===== src/rtl/wb_arb_pkg.sv =====
// rtl/wb_arb_pkg.sv - shared types and constants for the round-robin Wishbone arbiter
package wb_arb_pkg;

   typedef enum logic [1:0] {
      ST_IDLE = 2'd0,
      ST_BUSY = 2'd1,
      ST_TOUT = 2'd2
   } arb_state_e;

   localparam logic [2:0] CTI_CLASSIC = 3'b000;
   localparam logic [2:0] CTI_CONST   = 3'b001;
   localparam logic [2:0] CTI_INCR    = 3'b010;
   localparam logic [2:0] CTI_EOB     = 3'b111;

   localparam logic [1:0] BTE_LINEAR  = 2'b00;
   localparam logic [1:0] BTE_WRAP4   = 2'b01;
   localparam logic [1:0] BTE_WRAP8   = 2'b10;
   localparam logic [1:0] BTE_WRAP16  = 2'b11;

   // Pointer width; never below 1 so a 2-master build still has a real index bit.
   function automatic int idx_width(input int n);
      int w;
      w = 1;
      while ((1 << w) < n) w++;
      return w;
   endfunction

endpackage


===== src/rtl/wb_rr_pick.sv =====
// rtl/wb_rr_pick.sv - combinational round-robin picker starting after the last winner
module wb_rr_pick #(
   parameter int N  = 2,
   parameter int IW = 1
) (
   input  logic [N-1:0]  i_req,
   input  logic [IW-1:0] i_last,
   output logic [N-1:0]  o_gnt,
   output logic [IW-1:0] o_idx,
   output logic          o_valid
);

   int w_c;

   always_comb begin
      o_gnt   = '0;
      o_idx   = '0;
      o_valid = 1'b0;
      w_c     = 0;
      for (int k = 1; k <= N; k++) begin
         w_c = int'(i_last) + k;
         if (w_c >= N) w_c = w_c - N;
         if (!o_valid && i_req[IW'(w_c)]) begin
            o_valid          = 1'b1;
            o_gnt[IW'(w_c)]  = 1'b1;
            o_idx            = IW'(w_c);
         end
      end
   end

endmodule


===== src/rtl/wb_arbiter_rr.sv =====
// rtl/wb_arbiter_rr.sv - N-master to 1-slave Wishbone B3 round-robin arbiter with bus watchdog
module wb_arbiter_rr
   import wb_arb_pkg::*;
#(
   parameter int NUM_MASTERS    = 2,
   parameter int AW             = 32,
   parameter int DW             = 32,
   parameter int TIMEOUT_CYCLES = 255
) (
   input  logic                        wb_clk_i,
   input  logic                        wb_rst_n_i,
   input  logic [NUM_MASTERS*AW-1:0]   wbm_adr_i,
   input  logic [NUM_MASTERS*DW-1:0]   wbm_dat_i,
   input  logic [NUM_MASTERS*DW/8-1:0] wbm_sel_i,
   input  logic [NUM_MASTERS-1:0]      wbm_we_i,
   input  logic [NUM_MASTERS-1:0]      wbm_cyc_i,
   input  logic [NUM_MASTERS-1:0]      wbm_stb_i,
   input  logic [NUM_MASTERS*3-1:0]    wbm_cti_i,
   input  logic [NUM_MASTERS*2-1:0]    wbm_bte_i,
   output logic [NUM_MASTERS*DW-1:0]   wbm_dat_o,
   output logic [NUM_MASTERS-1:0]      wbm_ack_o,
   output logic [NUM_MASTERS-1:0]      wbm_err_o,
   output logic [NUM_MASTERS-1:0]      wbm_rty_o,
   output logic [AW-1:0]               wbs_adr_o,
   output logic [DW-1:0]               wbs_dat_o,
   output logic [DW/8-1:0]             wbs_sel_o,
   output logic                        wbs_we_o,
   output logic                        wbs_cyc_o,
   output logic                        wbs_stb_o,
   output logic [2:0]                  wbs_cti_o,
   output logic [1:0]                  wbs_bte_o,
   input  logic [DW-1:0]               wbs_dat_i,
   input  logic                        wbs_ack_i,
   input  logic                        wbs_err_i,
   input  logic                        wbs_rty_i,
   output logic [NUM_MASTERS-1:0]      grant_o,
   output logic                        timeout_o
);

   localparam int          IW         = idx_width(NUM_MASTERS);
   localparam logic [15:0] WDOG_LIMIT = 16'(TIMEOUT_CYCLES - 1);
   localparam int          SW         = DW / 8;

   arb_state_e             r_state;
   logic [NUM_MASTERS-1:0] r_grant;
   logic [IW-1:0]          r_gidx;
   logic [IW-1:0]          r_last;
   logic [15:0]            r_wdog;

   logic [NUM_MASTERS-1:0] w_pick_gnt;
   logic [IW-1:0]          w_pick_idx;
   logic                   w_pick_valid;
   logic                   w_busy;
   logic                   w_tout;
   logic                   w_g_cyc;
   logic                   w_g_stb;
   logic                   w_resp;
   logic                   w_wdog_fire;

   wb_rr_pick #(
      .N  (NUM_MASTERS),
      .IW (IW)
   ) u_pick (
      .i_req   (wbm_cyc_i),
      .i_last  (r_last),
      .o_gnt   (w_pick_gnt),
      .o_idx   (w_pick_idx),
      .o_valid (w_pick_valid)
   );

   assign w_busy      = (r_state == ST_BUSY);
   assign w_tout      = (r_state == ST_TOUT);
   assign w_g_cyc     = wbm_cyc_i[r_gidx];
   assign w_g_stb     = wbm_stb_i[r_gidx];
   assign w_resp      = wbs_ack_i | wbs_err_i | wbs_rty_i;
   // A response in the firing cycle takes precedence over the watchdog.
   assign w_wdog_fire = (TIMEOUT_CYCLES != 0) && w_g_stb && !w_resp && (r_wdog == WDOG_LIMIT);

   assign wbs_adr_o = wbm_adr_i[r_gidx*AW +: AW];
   assign wbs_dat_o = wbm_dat_i[r_gidx*DW +: DW];
   assign wbs_sel_o = wbm_sel_i[r_gidx*SW +: SW];
   assign wbs_cti_o = wbm_cti_i[r_gidx*3 +: 3];
   assign wbs_bte_o = wbm_bte_i[r_gidx*2 +: 2];
   assign wbs_we_o  = w_busy & wbm_we_i[r_gidx];
   assign wbs_cyc_o = w_busy & w_g_cyc;
   assign wbs_stb_o = w_busy & w_g_stb;

   assign wbm_dat_o = {NUM_MASTERS{wbs_dat_i}};
   assign wbm_ack_o = r_grant & {NUM_MASTERS{w_busy & wbs_ack_i}};
   assign wbm_err_o = r_grant & {NUM_MASTERS{(w_busy & wbs_err_i) | w_tout}};
   assign wbm_rty_o = r_grant & {NUM_MASTERS{w_busy & wbs_rty_i}};
   assign grant_o   = r_grant;
   assign timeout_o = w_tout;

   always_ff @(posedge wb_clk_i or negedge wb_rst_n_i) begin
      if (!wb_rst_n_i) begin
         r_state <= ST_IDLE;
         r_grant <= '0;
         r_gidx  <= '0;
         r_last  <= IW'(NUM_MASTERS - 1);
         r_wdog  <= '0;
      end else begin
         case (r_state)
            ST_IDLE: begin
               r_wdog <= '0;
               if (w_pick_valid) begin
                  r_grant <= w_pick_gnt;
                  r_gidx  <= w_pick_idx;
                  r_last  <= w_pick_idx;
                  r_state <= ST_BUSY;
               end
            end
            ST_BUSY: begin
               if (!w_g_cyc) begin
                  r_state <= ST_IDLE;
                  r_grant <= '0;
                  r_wdog  <= '0;
               end else if (w_wdog_fire) begin
                  r_state <= ST_TOUT;
                  r_wdog  <= '0;
               end else if (w_g_stb && !w_resp) begin
                  r_wdog  <= r_wdog + 16'd1;
               end else begin
                  r_wdog  <= '0;
               end
            end
            ST_TOUT: begin
               r_wdog <= '0;
               if (w_g_cyc) begin
                  r_state <= ST_BUSY;
               end else begin
                  r_state <= ST_IDLE;
                  r_grant <= '0;
               end
            end
            default: begin
               r_state <= ST_IDLE;
               r_grant <= '0;
               r_wdog  <= '0;
            end
         endcase
      end
   end

endmodule


===== config.mk =====
export PLATFORM = sky130hd
export DESIGN_NAME = wb_arbiter_rr
export DESIGN_NICKNAME = d
export VERILOG_FILES = /design/src/rtl/wb_arb_pkg.sv /design/src/rtl/wb_rr_pick.sv /design/src/rtl/wb_arbiter_rr.sv
export SDC_FILE = /design/constraint.sdc
export NUM_CORES = 1
export LEC_CHECK = 0
export ABC_AREA = 0
export ABC_CLOCK_PERIOD_IN_PS = 2100
export BUFFER_PORTS_ARGS = -buffer_cell sky130_fd_sc_hd__buf_2
export CAP_MARGIN = 20
export CORE_AREA = 2 2 132 134
export CTS_CLUSTER_DIAMETER = 50
export DETAILED_ROUTE_END_ITERATION = 8
export DIE_AREA = 0 0 134 136
export GPL_TIMING_DRIVEN = 0
export PLACE_DENSITY = 0.45
export REMOVE_ABC_BUFFERS = 1
export SYNTH_ARGS = -nofsm -noshare
export SYNTH_HDL_FRONTEND = slang
export SYNTH_HIERARCHICAL = 1
export SYNTH_SLANG_ARGS = --single-unit

===== constraint.sdc =====
create_clock -name wb_clk_i -period 2.1 [get_ports wb_clk_i]
set_clock_uncertainty 0.05 [all_clocks]
set_input_delay 0.105 -clock wb_clk_i [delete_from_list [all_inputs] [get_ports wb_clk_i]]
set_output_delay 0.105 -clock wb_clk_i [all_outputs]
set_load 0.02 [all_outputs]

==> flow_metrics.py <==
metrics = {
    "clock_tree": {
        "htree_levels": 1,
        "cts.sinks": 22,
        "cts_buffers": 3,
        "cts_tree": "done",
        "root_buffer": "clkbuf_16",
        "clk_latency_ns": 0.25,
        "cts_resized": 0,
        "cts_buffer_depth": 2,
        "clkTransAtPathRegs_ns": 0.06,
    },
    "logic_synthesis": {
        "yosysWarningCount": 6,
        "synth_edf_count": 0,
        "synth_xor_area_frac": 0.04278,
        "ys_types": 39,
        "ys.flop_type": "dfrtp_1",
        "synthMuxAreaShare": 0.3305,
        "netlist_instances": 282,
        "synthArstFlopShare": 1.000,
        "synth_area_sq_um": 2661,
        "synth_top_area_cell": "mux2_2",
        "synth_top_family_by_area": "multiplexers",
        "synth-simple-area-share": 0.1387,
        "syn_avg_cell_area_sq_um": 9.437,
        "synth_top_area_share": 0.3089,
        "synth-compound-area-share": 0.03385,
        "ys_seq_area_frac": 0.2073,
        "synth-adder-area-share": 0.02821,
        "synthTopCellsByArea": "mux2_2, dfrtp_1, buf_4",
        "ys_ff_latch": 22,
    },
    "global_routing": {
        "grt_usage": 0.1432,
        "grt_pass1_wl_um": 18370,
        "grt_pass1_vias": 2588,
        "grt-ovfl-total": 0,
        "grt_max_degree": 40,
        "antenna_found_initial": 0,
    },
    "cells_and_area": {
        "antenna-diode-count": 0,
        "nFillCells": 1872,
        "drive_above_1_share": 0.7275,
        "area_delta_synth_final_pct": 42.41,
        "fin_nets": 651,
        "fin_area_sq_um": 3790,
    },
    "run_status": {
        "status": "finished, final reports clean",
    },
    "job": {
        "max_cap_violations": 0,
    },
    "worst_setup_path": {
        "cp_max_fo": 20,
        "worstPathArrival_ns": 2.11,
        "crit_path_start": "r_gidx",
        "r2r_start": "r_gidx",
        "crit_chain": "buf_16, mux2_4, o211a_1, a311o_2, mux2_1",
        "end_kind": "flop",
        "critPathSlowestCell": "dfrtp_4",
        "critPathKind": "flop to flop",
        "critPathTopFamily": "multiplexers",
        "slowest_delay_ns": 0.52,
        "cp-start-kind": "flop",
        "critPathBufInv": 1,
        "required_ns": 2.19,
    },
    "placed_design": {
        "dp_hpwl_um": 12220,
        "finalWeightedCongestion": 0.8166,
        "place_ws_ns": -0.1186,
        "io_buffers": 241,
        "placed_area_sq_um": 3636,
    },
    "routing": {
        "dr.max_layer_used": "met5",
        "antenna_left": 0,
        "route.met2.wl_um": 5983,
        "drc_errors": 0,
        "met3_length_um": 2053,
        "vias": 2677,
        "wirelength_um": 14340,
        "met1_length_um": 6133,
        "vias_per_cell": 3.937,
        "wl_per_cell_um": 21.09,
        "dr.pass1.iters": 4,
        "drt_iter0_markers": 81,
    },
    "pwr": {
        "p_seq_frac": 0.144,
        "clkPwrFrac": 0.106,
        "p_switching_uw": 1828,
        "peakVddDrop_v": 0.0003246,
        "leakagePower_uw": 0.001911,
        "p_per_area_nw_per_um2": 1017,
        "power.share.switching": 0.4741,
        "p_comb_frac": 0.751,
        "p_int_uw": 2028,
    },
    "timing": {
        "fmax_mhz": 492.9,
        "tightest_slew_ns": 0.5124,
        "finalHoldViolCount": 0,
        "rsz0062_at_grt": "false",
        "finalCriticalPeriod_ns": 2.029,
        "relSlewSlack": 0.6584,
        "drv_slew": 0,
        "fin_crit_sh": 0.9660,
        "setup_viol": 0,
        "timing.final.ws_setup_ns": 0.07130,
    },
    "floorplan": {
        "num_rows": 48,
        "die_w_um": 134,
        "start_util": 0.1577,
        "design.core.area_sq_um": 16880,
        "die_area_sq_um": 18220,
        "die_y_um": 136,
        "io_pins": 338,
    },
    "hold_path": {
        "hold_path.class": "input port to output pin",
        "hold_start": "wbs_dat_i[30]",
    },
}
-- power groups by stage --
stage,registers [uW],logic (uW),clock network (uW)
2_1_floorplan,730,1600,0
6_report,554,2890,408
4_1_cts,551,2900,420
5_1_grt,567,3080,441
3_3_place_gp,770,2440,0
3_5_place_dp,546,2770,0
-- final timing paths --
| path | slack [ns] | depth (start not counted) | endpoint |
|---|---|---|---|
| worst max-delay path | 0.07 | 5 | r_state[1] |
| min in group asynchronous | 0.31 | 2 | r_wdog[3] |
| max in group asynchronous | 1.31 | 2 | r_gidx |
| worst min-delay path | 0.16 | 0 | wbm_dat_o[30] |
| worst max register to register | 0.07 | 5 | r_state[1] |
| worst min register to register | 0.47 | 1 | r_last |
-- cell usage after synthesis (5+ instances only) --
cell	number
and3_1	5
buf_2	6
buf_4	66
clkbuf_1	5
dfrtp_1	21
ha_1	6
inv_1	9
mux2_2	73
nand2_1	8
nand4_1	5
nor2_1	24
nor3_1	5
xnor2_1	9
-- cell usage in the layout, fill, tap and decap left out, types with 3 or more instances in the layout --
cell type and count:
buf_2 241, mux2_2 73, nor2_1 24, dfrtp_1 20, inv_1 9, xnor2_1 9
nand2_1 8, ha_1 6, nor3_1 5, nand4_1 5, and3_1 5, xor2_1 4
clkbuf_16 4, nand3_1 3, a21oi_1 3
-- metrics by stage --
stage	power [uW]	util	TNS [ns]	std cells	hold slack (ns)
3_5_place_dp	3321	0.2155	-0.7303	672	0.06166
5_1_grt	4085	0.2246	0	680	0.1602
2_1_floorplan	2327	-	-51.49	205	-0.2406
4_1_cts	3866	0.2231	0	679	0.1602
3_3_place_gp	3208	0.2136	-125.90	671	0.05532
6_report	3856	0.2246	0	680	0.1600
-- metal layers --
metal / vias to the layer above / track usage
li1: 1252 / -
met1: 1222 / 0.1875
met2: 192 / 0.1980
met3: 9 / 0.09098
met4: 2 / 0.02009
met5: - / 0.03056
-- sequential cells by signal (all words and copies together) (netlist names) --
name / cells
grant_o: 2
r_wdog: 16
r_gidx: 1
r_last: 1
r_state: 2
-- final cells by class --
cell class / instances / area, sq um / area share
Sequential cell: 22 / 555.5 / 0.1466
Tap cell: 225 / 281.5 / 0.07428
Inverter: 9 / 33.78 / 0.008914
Clock buffer: 4 / 78.83 / 0.02080
Timing Repair Buffer: 246 / 1309 / 0.3453
Multi-Input combinational cell: 174 / 1531 / 0.4041
-- repair_timing --
| action | CTS | global route |
|---|---|---|
| hold endpoints to repair | 21 | 0 |
| pin swaps | 1 | 0 |
| buffers inserted | 1 | 0 |
| cloned | 1 | 1 |
| hold buffers | 1 | 0 |
| endpoints found under the setup margin | 18 | 2 |
-- cells by family after synthesis --
kind of cell	count (synthesis)
buffers and inverters	86
multiplexers	78
AND/OR/NAND/NOR	64
flip-flops	22
XOR/XNOR	13
AO/OA/AOI/OAI	12
adder cells (fa/ha/maj)	6
other	1
(Power assumes the default switching activity.)
